--- src/rtl/spi_pkg.sv ---
// Shared types and defaults for the byte-oriented SPI master.
package spi_pkg;

  localparam int DEF_DATA_W  = 8;
  localparam int DEF_CLK_DIV = 2;

  typedef enum logic [2:0] {
    ST_IDLE  = 3'd0,
    ST_LEAD  = 3'd1,
    ST_HIGH  = 3'd2,
    ST_LOW   = 3'd3,
    ST_TRAIL = 3'd4,
    ST_GAP   = 3'd5
  } state_t;

endpackage

--- src/rtl/spi_master_byte_if.sv ---
// Byte handshake plus SPI pins between the SPI master and its surroundings.
interface spi_master_byte_if #(
  parameter int DATA_W = spi_pkg::DEF_DATA_W
);

  logic [DATA_W-1:0] tx_data;
  logic              tx_valid;
  logic              tx_ready;
  logic [DATA_W-1:0] rx_data;
  logic              rx_valid;
  logic              cs;
  logic              sclk;
  logic              mosi;
  logic              miso;

  modport master (
    input  tx_data, tx_valid, miso,
    output tx_ready, rx_data, rx_valid, cs, sclk, mosi
  );

  modport slave (
    output tx_data, tx_valid, miso,
    input  tx_ready, rx_data, rx_valid, cs, sclk, mosi
  );

endinterface

--- src/rtl/spi_half_period_cnt.sv ---
// sclk half-period divider: counts while enabled, strobes on the last clk of a phase.
module spi_half_period_cnt #(
  parameter int CLK_DIV = spi_pkg::DEF_CLK_DIV
) (
  input  logic clk,
  input  logic rst_n,
  input  logic i_en,
  output logic o_phase_end
);

  logic [7:0] r_div_cnt;

  always_comb begin
    o_phase_end = i_en && (r_div_cnt == 8'(CLK_DIV - 1));
  end

  always_ff @(posedge clk or negedge rst_n) begin
    if (!rst_n) begin
      r_div_cnt <= '0;
    end else if (!i_en || o_phase_end) begin
      r_div_cnt <= '0;
    end else begin
      r_div_cnt <= r_div_cnt + 8'd1;
    end
  end

endmodule

--- src/rtl/spi_master_byte.sv ---
// Mode-0, MSB-first SPI master: one byte per cs-framed transfer via valid/ready.
module spi_master_byte
  import spi_pkg::*;
#(
  parameter int DATA_W  = DEF_DATA_W,
  parameter int CLK_DIV = DEF_CLK_DIV
) (
  input  logic               clk,
  input  logic               rst_n,
  spi_master_byte_if.master  bus
);

  localparam int BCW = (DATA_W > 1) ? $clog2(DATA_W) : 1;

  state_t            r_state, w_state_nxt;
  logic [DATA_W-1:0] r_tx_sh, w_tx_sh_nxt;
  logic [DATA_W-1:0] r_rx_sh, w_rx_sh_nxt;
  logic [DATA_W-1:0] r_rx_data, w_rx_data_nxt;
  logic [BCW-1:0]    r_bit_cnt, w_bit_cnt_nxt;
  logic              r_cs, w_cs_nxt;
  logic              r_sclk, w_sclk_nxt;
  logic              r_mosi, w_mosi_nxt;
  logic              r_tx_ready, w_tx_ready_nxt;
  logic              r_rx_valid, w_rx_valid_nxt;
  logic              w_busy;
  logic              w_phase_end;
  logic              w_accept;

  always_comb begin
    w_busy   = (r_state != ST_IDLE);
    w_accept = bus.tx_valid && r_tx_ready;
  end

  spi_half_period_cnt #(
    .CLK_DIV (CLK_DIV)
  ) u_div (
    .clk         (clk),
    .rst_n       (rst_n),
    .i_en        (w_busy),
    .o_phase_end (w_phase_end)
  );

  always_ff @(posedge clk or negedge rst_n) begin
    if (!rst_n) begin
      r_state    <= ST_IDLE;
      r_tx_sh    <= '0;
      r_rx_sh    <= '0;
      r_rx_data  <= '0;
      r_bit_cnt  <= '0;
      r_cs       <= 1'b1;
      r_sclk     <= 1'b0;
      r_mosi     <= 1'b0;
      r_tx_ready <= 1'b1;
      r_rx_valid <= 1'b0;
    end else begin
      r_state    <= w_state_nxt;
      r_tx_sh    <= w_tx_sh_nxt;
      r_rx_sh    <= w_rx_sh_nxt;
      r_rx_data  <= w_rx_data_nxt;
      r_bit_cnt  <= w_bit_cnt_nxt;
      r_cs       <= w_cs_nxt;
      r_sclk     <= w_sclk_nxt;
      r_mosi     <= w_mosi_nxt;
      r_tx_ready <= w_tx_ready_nxt;
      r_rx_valid <= w_rx_valid_nxt;
    end
  end

  // miso is captured on the same clk edge that raises sclk, so the value seen
  // is the one the slave presented before its rising edge.
  always_comb begin
    w_state_nxt    = r_state;
    w_tx_sh_nxt    = r_tx_sh;
    w_rx_sh_nxt    = r_rx_sh;
    w_rx_data_nxt  = r_rx_data;
    w_bit_cnt_nxt  = r_bit_cnt;
    w_cs_nxt       = r_cs;
    w_sclk_nxt     = r_sclk;
    w_mosi_nxt     = r_mosi;
    w_tx_ready_nxt = r_tx_ready;
    w_rx_valid_nxt = 1'b0;
    case (r_state)
      ST_IDLE: begin
        w_cs_nxt   = 1'b1;
        w_sclk_nxt = 1'b0;
        if (w_accept) begin
          w_tx_sh_nxt    = bus.tx_data;
          w_cs_nxt       = 1'b0;
          w_mosi_nxt     = bus.tx_data[DATA_W-1];
          w_bit_cnt_nxt  = '0;
          w_tx_ready_nxt = 1'b0;
          w_state_nxt    = ST_LEAD;
        end
      end
      ST_LEAD, ST_LOW: begin
        if (w_phase_end) begin
          w_sclk_nxt  = 1'b1;
          w_rx_sh_nxt = {r_rx_sh[DATA_W-2:0], bus.miso};
          w_state_nxt = ST_HIGH;
        end
      end
      ST_HIGH: begin
        if (w_phase_end) begin
          w_sclk_nxt = 1'b0;
          if (r_bit_cnt == BCW'(DATA_W - 1)) begin
            w_state_nxt = ST_TRAIL;
          end else begin
            w_bit_cnt_nxt = r_bit_cnt + BCW'(1);
            w_tx_sh_nxt   = r_tx_sh << 1;
            w_mosi_nxt    = r_tx_sh[DATA_W-2];
            w_state_nxt   = ST_LOW;
          end
        end
      end
      ST_TRAIL: begin
        if (w_phase_end) begin
          w_cs_nxt       = 1'b1;
          w_rx_data_nxt  = r_rx_sh;
          w_rx_valid_nxt = 1'b1;
          w_state_nxt    = ST_GAP;
        end
      end
      ST_GAP: begin
        if (w_phase_end) begin
          w_tx_ready_nxt = 1'b1;
          w_state_nxt    = ST_IDLE;
        end
      end
      default: begin
        w_state_nxt = ST_IDLE;
      end
    endcase
  end

  always_comb begin
    bus.tx_ready = r_tx_ready;
    bus.rx_data  = r_rx_data;
    bus.rx_valid = r_rx_valid;
    bus.cs       = r_cs;
    bus.sclk     = r_sclk;
    bus.mosi     = r_mosi;
  end

endmodule

--- src/flat_wrapper.sv ---
// flat-port wrapper written by rule: the top's interface ports become plain ports
module spi_master_byte_flat import spi_pkg::*;
#(
  parameter int DATA_W  = DEF_DATA_W,
  parameter int CLK_DIV = DEF_CLK_DIV
)
  (clk, rst_n, bus_tx_data, bus_tx_valid, bus_miso, bus_tx_ready, bus_rx_data, bus_rx_valid, bus_cs, bus_sclk, bus_mosi);
  spi_master_byte_if #(.DATA_W(DATA_W)) bus_i ();
  input  logic clk;
  input  logic rst_n;
  input wire logic [$bits(bus_i.tx_data)-1:0] bus_tx_data;
  input wire logic [$bits(bus_i.tx_valid)-1:0] bus_tx_valid;
  input wire logic [$bits(bus_i.miso)-1:0] bus_miso;
  output wire logic [$bits(bus_i.tx_ready)-1:0] bus_tx_ready;
  output wire logic [$bits(bus_i.rx_data)-1:0] bus_rx_data;
  output wire logic [$bits(bus_i.rx_valid)-1:0] bus_rx_valid;
  output wire logic [$bits(bus_i.cs)-1:0] bus_cs;
  output wire logic [$bits(bus_i.sclk)-1:0] bus_sclk;
  output wire logic [$bits(bus_i.mosi)-1:0] bus_mosi;
  assign bus_i.tx_data = bus_tx_data;
  assign bus_i.tx_valid = bus_tx_valid;
  assign bus_i.miso = bus_miso;
  assign bus_tx_ready = bus_i.tx_ready;
  assign bus_rx_data = bus_i.rx_data;
  assign bus_rx_valid = bus_i.rx_valid;
  assign bus_cs = bus_i.cs;
  assign bus_sclk = bus_i.sclk;
  assign bus_mosi = bus_i.mosi;
  spi_master_byte #(.DATA_W(DATA_W), .CLK_DIV(CLK_DIV)) u_core (.clk(clk), .rst_n(rst_n), .bus(bus_i));
endmodule
--- config.mk ---
export PLATFORM = sky130hd
export DESIGN_NAME = spi_master_byte_flat
export DESIGN_NICKNAME = d
export VERILOG_FILES = /design/src/rtl/spi_pkg.sv /design/src/rtl/spi_master_byte_if.sv /design/src/rtl/spi_half_period_cnt.sv /design/src/rtl/spi_master_byte.sv /design/src/flat_wrapper.sv
export SDC_FILE = /design/constraint.sdc
export NUM_CORES = 1
export LEC_CHECK = 0
export CORE_UTILIZATION = 55
export CTS_BUF_LIST = sky130_fd_sc_hd__clkbuf_4
export DETAILED_ROUTE_END_ITERATION = 10
export PLACE_DENSITY = 0.76
export SYNTH_ARGS = -nofsm -noshare
export SYNTH_HDL_FRONTEND = slang
export SYNTH_SLANG_ARGS = --single-unit
--- constraint.sdc ---
create_clock -name clk -period 2.55 [get_ports clk]
set_input_delay 0.255 -clock clk [delete_from_list [all_inputs] [get_ports clk]]
set_output_delay 0.255 -clock clk [all_outputs]
set_load 0.05 [all_outputs]
# [Word level (Yosys, flattened, before mapping)]
# Index checks and enable logic that the tools add are counted.
[totals] word_cells=73 register_bits=42 out_inout_bits=13 inputBits=12
[op_classes] eq_ne=13 mux=29 n_reduce_logical=18 addsub=2
[ops] operator="$mux W3" n=9
[ops] operator="$mux W7" n=3
[ops] operator="$pmux W3 S5" n=1
[ops] operator="$pmux W7 S2" n=1
[ops] operator="$ne A2 B2 Y1 const B" n=5
[ops] operator="$eq A3 B3 Y1 const B" n=3
[ops] operator="$mux W1" n=9
[ops] operator="$add A8 B1 Y8 const B" n=1
[ops] operator="$eq A8 B1 Y1 const B" n=1
[ops] operator="$mux W8" n=1
[ops] operator="$eq A3 B2 Y1 const B" n=2
[ops] operator="$pmux W1 S2" n=3
[ops] operator="$pmux W3 S2" n=1
[ops] operator="$reduce_and A2 Y1" n=3
[ops] operator="$reduce_and A3 Y1" n=2
[ops] operator="$reduce_bool A2 Y1" n=3
[ops] operator="$reduce_bool A3 Y1" n=2
[ops] operator="$reduce_and A5 Y1" n=1
[ops] operator="$reduce_and A4 Y1" n=1
[ops] operator="$add A3 B1 Y3 const B" n=1
[ops] operator="$eq A3 B1 Y1 const B" n=1
[ops] operator="$logic_not A3 Y1" n=1
[ops] operator="$pmux W1 S3" n=1
[ops] operator="$logic_and A1 B1 Y1" n=2
[ops] operator="other kinds (4)" n=4

# [Depth between registers and ports, before layout]
[depth] word_depth=4 mapped_depth=7 depth_no_buf=5

# [By module]
# From an unflattened synthesis, not the netlist that was laid out.
[unflattened] hier_cells=161 area_unflattened_um2=1978.1
[by_module_without_submodules] module="spi_master_byte" seq_area_each_um2=853.3 n_inst=1 area_each_um2=1576.5 cells_per_inst=121
[by_module_without_submodules] module="spi_half_period_cnt" seq_area_each_um2=200.2 n_inst=1 area_each_um2=401.6 cells_per_inst=40

# [Worst setup path before layout]
# OpenSTA, ideal clock, no wires.
[synth_timing] kind="register to register" startpoint="register u_core.r_bit_cnt[0]" endpoint="register u_core.r_mosi, in the netlist u_core.bus.mosi" setup_ps=94 slack_ps=437 path_stages_with_launch=8 period_less_slack_ps=2113 arrival_ps=2019 path_buffers=2 required_ps=2456 path_cell_list="dfrtp_1 ha_1 ha_1 or4b_1 clkbuf_1 or3_1 buf_6 a211oi_1"
[synth_between] elab_chain_len=3
[synth_rtl] item="start: declaration" line="spi_master_byte.sv:19" source="logic [BCW-1:0] r_bit_cnt, w_bit_cnt_nxt;"
[synth_rtl] item="start signal: assignment" line="spi_master_byte.sv:60" source="r_bit_cnt <= w_bit_cnt_nxt;"
[synth_rtl] item="$eq A3 B3 Y1" line="spi_master_byte.sv:105" source="if (r_bit_cnt == BCW'(DATA_W - 1)) begin"
[synth_rtl] item="$ne A2 B2 Y1 (no source line)"
[synth_rtl] item="$reduce_and A4 Y1 (no source line)"
[synth_rtl] item="end signal: assignment" line="spi_master_byte.sv:63" source="r_mosi <= w_mosi_nxt;"
[synth_rtl] item="end: declaration" line="spi_master_byte.sv:22" source="logic r_mosi, w_mosi_nxt;"
# No other way between the ends.
# A chain may end at the register's enable or synchronous reset.

# [Final worst setup path]
[layout_timing] startpoint="register u_core.r_bit_cnt[0]" endpoint="register u_core.r_tx_sh[4]"
[layout_between] elab_chain_len=3
[layout_rtl] item="$eq A3 B3 Y1" line="spi_master_byte.sv:105"
[layout_rtl] item="$ne A2 B2 Y1 (no source line)"
[layout_rtl] item="$reduce_and A4 Y1 (no source line)"
[layout_rtl] item="end signal: assignment" line="spi_master_byte.sv:57" source="r_tx_sh <= w_tx_sh_nxt;"
[layout_rtl] item="end: declaration" line="spi_master_byte.sv:16" source="logic [DATA_W-1:0] r_tx_sh, w_tx_sh_nxt;"
# No other way between the ends.

==> impl_metrics.env <==
export IMPL_wirelength_met1_um=1760
export IMPL_rows=21
export IMPL_clkSinkCount=42
export IMPL_grt_pass1_vias=1463
export IMPL_swShare_pct=38.1
export IMPL_ios=25
export IMPL_critPathTopFamily="simple AND/OR/NAND/NOR gates"
export IMPL_first_pass_iters=4
export IMPL_ys_seq_area_share_pct=52.8
export IMPL_critPathBufInv=0
export IMPL_top_layer="met4"
export IMPL_postRouteAntennaNets=0
export IMPL_synth_top_cell_by_area="dfrtp_1"
export IMPL_yosysMostFrequentCell="dfrtp_1"
export IMPL_cts_root_buffer="clkbuf_4"
export IMPL_die_y_um=62.3
export IMPL_cp_slowest_cell="or3_1"
export IMPL_pre_cts_ws_ns=0.352
export IMPL_cts_tree="done"
export IMPL_crit_type="reg2reg"
export IMPL_required_ns=2.83
export IMPL_cp_slowest_stage_delay_ns=0.51
export IMPL_drt_total_wl_um=3970
export IMPL_pwr_share_clk_pct=18.4
export IMPL_dieArea_um2=3880
export IMPL_fmax_mhz=453
export IMPL_setup_ws_ns=0.341
export IMPL_finalSetupViolations=0
export IMPL_relSlewSlack_pct=39.5
export IMPL_power_share_combinational_pct=35.5
export IMPL_clk_pin_slew_worst_paths_ns=0.13
export IMPL_r2r_start="u_core.r_bit_cnt[0]$_DFFE_PN0P_"
export IMPL_final_min_clock_period_ns=2.21
export IMPL_core_um2=3420
export IMPL_numCtsBuffers=5
export IMPL_endpoint_kind="flop"
export IMPL_synthTopCellsByCount="dfrtp_1, mux2_2, o21ai_0"
export IMPL_yosysWarnings=0
export IMPL_synth_seq_cells=42
export IMPL_hold_path_class="in2async"
export IMPL_wl_met3_um=198
export IMPL_p_int_uw=1430
export IMPL_fin_worst_skew_ns=0.0147
export IMPL_drt_vias_per_instance=6.04
export IMPL_synthArstFlopShare_pct=100
export IMPL_crit_chain="ha_1 -> ha_1 -> or4b_1 -> or3_1 -> a211oi_1"
export IMPL_crit_top_cell="ha_1"
export IMPL_critical_path_peak_fanout=10
export IMPL_synth_edf_count=0
export IMPL_drive_above_1_share_pct=15.8
export IMPL_start_kind="flop"
export IMPL_nets=218
export IMPL_final_util_pct=68.1
export IMPL_syn2layout_area_growth_pct=16.4
export IMPL_die_w_um=62.3
export IMPL_tightest_slew_ns=0.907
export IMPL_cts_resized_gates=0
export IMPL_power_frac_seq_pct=46.0
export IMPL_place_port_buffers=24
export IMPL_leakage_uw=0.000984
export IMPL_timing_rr_end="u_core.r_tx_sh[4]$_DFFE_PN0P_"
export IMPL_clockBufferDepth=2
export IMPL_cts_setup_buffers=0
export IMPL_arrival_ns=2.49
export IMPL_synthFlopType="dfrtp_1"
export IMPL_avgSynthCellArea_um2=11.0
export IMPL_drtIter0Drc=115
export IMPL_htree_levels=2
export IMPL_r2r_slack_ns=0.34
export IMPL_power_density_nw_per_um2=994
export IMPL_synth_distinct_cells=42
export IMPL_reg2reg_depth=5
export IMPL_grt_usage_pct=22.4
export IMPL_status="finished clean"
export IMPL_place_congestion=0.836
export IMPL_wl_per_cell_um=16.0
export IMPL_antenna_found_initial=0
export IMPL_dr_wl_met2_um=1970
export IMPL_netlist_area_um2=2000
export IMPL_finalHoldViolations=0
export IMPL_p_switching_uw=880
export IMPL_drc_errors=0
export IMPL_cts_hold_buf=0
export IMPL_fin_crit_sh_pct=86.6
export IMPL_syn_num_nets=198
export IMPL_grt_max_degree=43
export IMPL_peakVddDrop_mv=0.616
export IMPL_grt_pass1_wl_um=6690
export IMPL_clk_latency_ns=0.36
export IMPL_diodes=0
export IMPL_slew_viol_final=0
export IMPL_hpwl_um=2700
export IMPL_syn_inst=182
export IMPL_initial_core_util_pct=58.5
export IMPL_yosysTopAreaCellShare_pct=50.1
export IMPL_synth_area_top_cells="dfrtp_1, mux2_2, a211oi_1"
export IMPL_grt_ovfl_total=0
export IMPL_rsz0062_at_grt="false"
export IMPL_vias=1504
export IMPL_fillers=262
export IMPL_fin_setup_tns_ns=0
export IMPL_drv_cap=0
## through the flow
step                power [µW]  cells  hold WS, ns  area [µm²]
finish                    2310    249      0.00521        2320
detailed placement        1890    241        0.430        2240
floorplan                 1660    182      -0.0406        2000
CTS                       2320    249       0.0228        2320
global route              2470    249       0.0761        2320
global placement          1840    241        0.418        2240
## layout make-up
cell class                      instances  area (µm²)  share of cell area [%]
Sequential cell                        42        1050                    45.3
Multi-Input combinational cell        121         862                    37.1
Clock buffer                            5        37.5                    1.61
Timing Repair Buffer                   25         243                    10.4
Clock inverter                          3        45.0                    1.94
Tap cell                               46        57.6                    2.48
Inverter                                7        26.3                    1.13
## worst max path at each step
stage,from,to,cells after the start
after floorplan,u_core.r_bit_cnt[0]$_DFFE_PN0P_,u_core.bus.mosi$_DFFE_PN0P_,7
after global routing,u_core.r_bit_cnt[0]$_DFFE_PN0P_,u_core.r_tx_sh[3]$_DFFE_PN0P_,5
after detailed placement,u_core.u_div.r_div_cnt[1]$_DFF_PN0_,u_core.r_tx_sh[3]$_DFFE_PN0P_,5
after global placement,u_core.u_div.r_div_cnt[1]$_DFF_PN0_,u_core.r_tx_sh[2]$_DFFE_PN0P_,5
final,u_core.r_bit_cnt[0]$_DFFE_PN0P_,u_core.r_tx_sh[4]$_DFFE_PN0P_,5
after CTS,u_core.r_bit_cnt[0]$_DFFE_PN0P_,u_core.r_tx_sh[3]$_DFFE_PN0P_,5
## placed cells by master (no fill, tap or decap), drive strengths merged, types with 2 or more instances in the layout
| cell | synthesis | final |
|---|---|---|
| a21oi | 10 | 10 |
| a31oi | 2 | 2 |
| dfstp | 2 | 2 |
| a211oi | 8 | 8 |
| nor4 | 8 | 8 |
| inv | 7 | 7 |
| o41ai | 2 | 2 |
| clkinvlp | 0 | 2 |
| dfrtp | 40 | 40 |
| nand2 | 3 | 3 |
| mux2 | 16 | 16 |
| buf | 3 | 2 |
| and2 | 2 | 2 |
| nor4b | 2 | 2 |
| o21ai | 12 | 12 |
| and3 | 2 | 2 |
| nor3 | 10 | 10 |
| or3 | 5 | 5 |
| clkbuf | 9 | 5 |
| clkdlybuf4s50 | 0 | 23 |
| nor3b | 2 | 2 |
| ha | 4 | 4 |
| nor2 | 8 | 8 |
| mux2i | 3 | 3 |
| nand3 | 6 | 6 |
| xor2 | 2 | 2 |
## registers in the layout, summed over array words and instances (netlist names)
name                    cells
u_core.r_tx_sh              7
u_core.r_bit_cnt            3
u_core.bus.rx_valid         1
u_core.u_div.r_div_cnt      8
u_core.bus.mosi             1
u_core.bus.rx_data          8
u_core.bus.sclk             1
u_core.r_state              3
u_core.bus.cs               1
u_core.r_rx_sh              8
u_core.bus.tx_ready         1
## kinds of logic after synthesis
kind of cell    count (synthesis)  share of synthesized area (%)
compound gates                 38                           11.7
mux                            19                           10.5
simple gates                   57                           17.1
xor+xnor                        3                           1.32
fa+ha+maj                       4                           2.51
flops                          42                           52.8
buf+inv                        19                           4.07
## power by group through the flow
stage / Sequential (µW) / Combinational [µW] / Clock (µW)
floorplan: 1070 / 592 / 0
global placement: 1050 / 785 / 0
detailed placement: 1070 / 821 / 0
CTS: 1060 / 822 / 439
global route: 1100 / 905 / 466
finish: 1060 / 821 / 426
## layer usage
layer  up-vias  GRT usage (%)
met3         5           5.70
li1        717              -
met5         -              0
met4         0           8.72
met2        51           37.1
met1       731           28.3
No activity file was read; power rests on OpenSTA's default activity.
